## src/rtl/pc_fetch_unit.sv

```systemverilog
// PC / instruction fetch unit for the multi-cycle MIPS core.
module pc_fetch_unit #(
  parameter logic [31:0] RESET_PC = 32'h0000_3000
) (
  input  logic        clk,
  input  logic        reset,
  output logic        imem_req,
  output logic [31:0] imem_addr,
  input  logic [31:0] imem_rdata,
  input  logic        imem_valid,
  output logic [31:0] instr,
  output logic [5:0]  opcode,
  output logic [5:0]  funct,
  output logic        instr_valid,
  input  logic        instr_ready,
  input  logic [1:0]  jump,
  input  logic [1:0]  branch,
  input  logic        zero,
  input  logic [31:0] rs_data,
  output logic [31:0] pc,
  output logic [31:0] link_pc,
  output logic        jr_misalign
);

  typedef enum logic [1:0] {
    IDLE,
    REQ,
    ISSUE
  } state_e;

  state_e      state_q, state_d;
  logic [31:0] pc_q, pc_d;
  logic [31:0] instr_q, instr_d;
  logic        jr_mis_q, jr_mis_d;

  logic [31:0] pc_plus4;
  logic [31:0] br_off;
  logic [31:0] next_pc;
  logic        br_taken;

  assign pc_plus4 = pc_q + 32'd4;
  assign br_off   = {{14{instr_q[15]}}, instr_q[15:0], 2'b00};

  // Jump codes take priority over branch codes; branch code 01 behaves as none.
  always_comb begin
    br_taken = 1'b0;
    next_pc  = pc_plus4;
    unique case (branch)
      2'b10:   br_taken = zero;
      2'b11:   br_taken = ~zero;
      default: br_taken = 1'b0;
    endcase
    unique case (jump)
      2'b01,
      2'b11:   next_pc = {pc_plus4[31:28], instr_q[25:0], 2'b00};
      2'b10:   next_pc = {rs_data[31:2], 2'b00};
      default: next_pc = br_taken ? (pc_plus4 + br_off) : pc_plus4;
    endcase
  end

  always_comb begin
    state_d  = state_q;
    pc_d     = pc_q;
    instr_d  = instr_q;
    jr_mis_d = 1'b0;
    unique case (state_q)
      IDLE: state_d = REQ;
      REQ: begin
        if (imem_valid) begin
          instr_d = imem_rdata;
          state_d = ISSUE;
        end
      end
      ISSUE: begin
        if (instr_ready) begin
          pc_d     = next_pc;
          jr_mis_d = (jump == 2'b10) && (rs_data[1:0] != 2'b00);
          state_d  = REQ;
        end
      end
      default: state_d = IDLE;
    endcase
  end

  always_ff @(posedge clk) begin
    if (reset) begin
      state_q  <= IDLE;
      pc_q     <= RESET_PC;
      instr_q  <= '0;
      jr_mis_q <= 1'b0;
    end else begin
      state_q  <= state_d;
      pc_q     <= pc_d;
      instr_q  <= instr_d;
      jr_mis_q <= jr_mis_d;
    end
  end

  assign imem_req    = (state_q == REQ);
  assign imem_addr   = pc_q;
  assign instr_valid = (state_q == ISSUE);
  assign instr       = instr_q;
  assign opcode      = instr_q[31:26];
  assign funct       = instr_q[5:0];
  assign pc          = pc_q;
  assign link_pc     = pc_plus4;
  assign jr_misalign = jr_mis_q;

endmodule

```

## config.mk

```make
export PLATFORM = sky130hd
export DESIGN_NAME = pc_fetch_unit
export DESIGN_NICKNAME = d
export VERILOG_FILES = /design/src/rtl/pc_fetch_unit.sv
export SDC_FILE = /design/constraint.sdc
export NUM_CORES = 1
export LEC_CHECK = 0
export BUFFER_PORTS_ARGS = -buffer_cell sky130_fd_sc_hd__buf_2
export CAP_MARGIN = 20
export CORE_ASPECT_RATIO = 0.6
export CORE_MARGIN = 4
export CORE_UTILIZATION = 45
export DETAILED_ROUTE_END_ITERATION = 6
export GPL_TIMING_DRIVEN = 0
export PLACE_DENSITY_LB_ADDON = 0.08
export RECOVER_POWER = 50
export SYNTH_ARGS = -nofsm -noshare
export SYNTH_HDL_FRONTEND = slang
export SYNTH_SLANG_ARGS = --single-unit
```

## constraint.sdc

```tcl
create_clock -name clk -period 3.8 [get_ports clk]
set_clock_uncertainty 0.2 [all_clocks]
set_input_delay 1.14 -clock clk [delete_from_list [all_inputs] [get_ports clk]]
set_output_delay 1.14 -clock clk [all_outputs]
set_load 0.01 [all_outputs]
```

==> flow_summary.json <==
{
  "rsz0062_at_grt": "true",
  "setup_viol": 3,
  "cp_cell_sequence": "ha_4 -> nand3_4 -> or3_4 -> nor2_4 -> xor2_4 -> ha_4 -> and4_1 -> a221o_1 -> nor2_4 -> o21bai_2 -> o41ai_4 -> mux2i_2 -> o31ai_1 -> a21boi_1",
  "cts_root_buf": "clkbuf_16",
  "holdCritPathClass": "reg2reg",
  "grtUsageTotal_pct": 31.6,
  "drt-wirelength-per-cell_um": 20.0,
  "numClockSinks": 65,
  "die-width_um": 151,
  "path_delay_family": "simple AND/OR/NAND/NOR gates",
  "fp-row-count": 30,
  "synth_area_leaders": "dfxtp_1 24%, nand2_1 8.3%, ha_1 7.7%",
  "timing.hold.worst_endpoint": "instr[24]",
  "finalSetupTns_ns": -0.128,
  "synth.distinct_cells": 65,
  "core-area_um2": 11600,
  "whs_path_depth": 2,
  "worst_setup_path_end_kind": "register",
  "cts_tree": "yes",
  "relSlewSlack_pct": 12.2,
  "grt_max_degree": 25,
  "final_nets": 1101,
  "fin_crit_sh_pct": 102,
  "ys_warn_count": 0,
  "start_kind": "register",
  "layout_commonest_cell": "buf_2",
  "fmax_mhz": 258,
  "tightest_slew_ns": 1.31,
  "drv_slew": 0,
  "r2r_cells": 14,
  "cp_slowest_stage_delay_ns": 0.46,
  "fin_crit_ns": 3.88,
  "gp_congestion": 1.02,
  "num_vias": 6727,
  "cp.buffers_inverters": 0,
  "avgSynthCellArea_um2": 7.45,
  "portBuffers": 209,
  "die_h_um": 93.6,
  "drive_gt1_share_pct": 39.2,
  "overflow": 0,
  "initial_utilization_pct": 47.3,
  "ys_ff_latch": 65,
  "max_cap_violations": 0,
  "cpMaxStageDelayCell": "or3_4",
  "setup_slack_ns": -0.0815,
  "fin_util_pct": 67.1,
  "final_hold_viol_count": 0,
  "leakage_nw": 3.92,
  "regToRegEndpoint": "imem_addr[28]",
  "power_density_nw_per_um2": 255,
  "clk_pin_slew_worst_paths_ns": 0.06,
  "synthesis.area_um2": 5500,
  "htree_levels": 3,
  "synth_top_area_share_pct": 23.7,
  "r2r_setup_slack_ns": -0.08,
  "dpl_cell_area_um2": 6770,
  "die_area_um2": 14100,
  "clock_path_buffers": 2,
  "layout_common_cells": "204 x buf_2, 122 x nand2_1, 77 x buf_4, 73 x a21oi_1, 50 x dfxtp_1",
  "yosysSeqAreaShare_pct": 23.7,
  "worstPathRequired_ns": 3.87,
  "ant_nets": 0,
  "syn_to_final_growth_pct": 41.8,
  "synth_edf_count": 0,
  "violations": "negative setup slack",
  "status": "finished with violations",
  "stdcell_area_um2": 7800,
  "hp-start": "instr[24]",
  "yosysTopAreaCell": "dfxtp_1",
  "worst_skew_pair.late_latency_ns": 0.34,
  "async_flop_share_pct": 0,
  "finalPower_mw": 1.99,
  "viasPerCell": 5.80,
  "ios": 216,
  "numCtsBuffers": 9,
  "r2r-start": "imem_addr[3]",
  "hpwl_um": 16900,
  "drc": 0,
  "drt-initial-drc-count": 639,
  "cp_max_fo": 6,
  "grt_pass1_wl_um": 34500,
  "syn_inst": 738,
  "antenna_found_initial": 2,
  "synthFlopType": "dfxtp_1",
  "first_global_vias": 6151,
  "dr.pass1.iters": 5,
  "peakVddDrop_v": 0.000267,
  "path_class": "reg2reg",
  "cp.arrival_ns": 3.95,
  "drt-total-wl_um": 23200
}
==> state kept, by name, indices dropped and copies added, names as in the netlist <==
register     count
state_q          2
jr_misalign      1
imem_addr       30
instr           32
==> worst max-delay path by stage <==
| stage | endpoint | cells after the start | start | slack, ns |
|---|---|---|---|---|
| after floorplan | imem_addr[28] | 14 | imem_addr[2] | 0.007 |
| after global placement | imem_addr[27] | 15 | imem_addr[2] | -0.64 |
| after detailed placement | imem_addr[27] | 15 | imem_addr[2] | -0.69 |
| after CTS | imem_addr[28] | 14 | imem_addr[2] | 0.003 |
| after global routing | imem_addr[28] | 14 | imem_addr[3] | -0.15 |
| final | imem_addr[28] | 14 | imem_addr[3] | -0.08 |
==> what timing repair did <==
action,CTS,global route
setup buffers,17,17
hold buffers,0,0
pin swaps,14,38
gates resized for setup,57,55
endpoints found under the setup margin,30,19
==> synth_stat cells (all sizes together) (6+ instances only) <==
cell	n
a211oi	13
a21o	21
a21oi	80
a221o	12
a221oi	14
a31oi	6
and2	8
and3	7
buf	54
clkbuf	34
dfxtp	65
ha	34
inv	12
nand2	122
nand3	13
nand4	13
nor2	55
nor2b	7
nor3	17
o211ai	6
o21ai	33
xnor2	31
xor2	23
==> cells by family after synthesis <==
kind of cell,Yosys count,share of synthesized area (%)
buffers and inverters,101,10.3
other,1,0.0682
xor gates and xnor gates,54,8.73
AOI/OAI and AO/OA,219,26.6
muxes,5,0.910
and+or+nand+nor,258,21.6
adders and majority gates,35,8.10
DFF,65,23.7
==> per-stage QoR <==
stage	hold slack [ns]	std cells	worst slack, ns
after floorplan	0.288	743	0.00708
after global placement	0.262	1112	-0.638
after detailed placement	0.267	1112	-0.689
after CTS	0.276	1145	0.00287
after global routing	0.302	1159	-0.146
final	0.279	1159	-0.0815
==> cell type report <==
type                       count  area, µm²
multi-input combinational    577       4090
fill                        1054       3830
sequential                    65       1340
timing repair buffer         243       1330
buffer                        84        504
clock buffer                   9        225
tap                          160        200
clock inverter                 7       58.8
inverter                      13       48.8
antenna                        1       2.50
==> report_power, final <==
part	internal (mW)	switching, mW
sequential	0.703	0.0438
combinational	0.175	0.249
clock	0.453	0.362
==> worst register-to-register path, delay by kind of cell (launching register included) <==
kind	cells	cell delay (ns)
AOI/OAI and AO/OA	5	1.09
xor gates and xnor gates	1	0.26
adders and majority gates	2	0.41
DFF	1	0.38
muxes	1	0.32
and+or+nand+nor	5	1.14
==> per-layer routing <==
layer | vias to the layer above | global-route usage (%) | share of wire (%)
met5 | - | 0 | 0.030
met4 | 2 | 9.20 | 2.3
met3 | 72 | 10.7 | 13
met2 | 461 | 45.1 | 40
met1 | 3082 | 44.9 | 44
li1 | 3110 | - | -
Power figures use the tool's default switching activity.
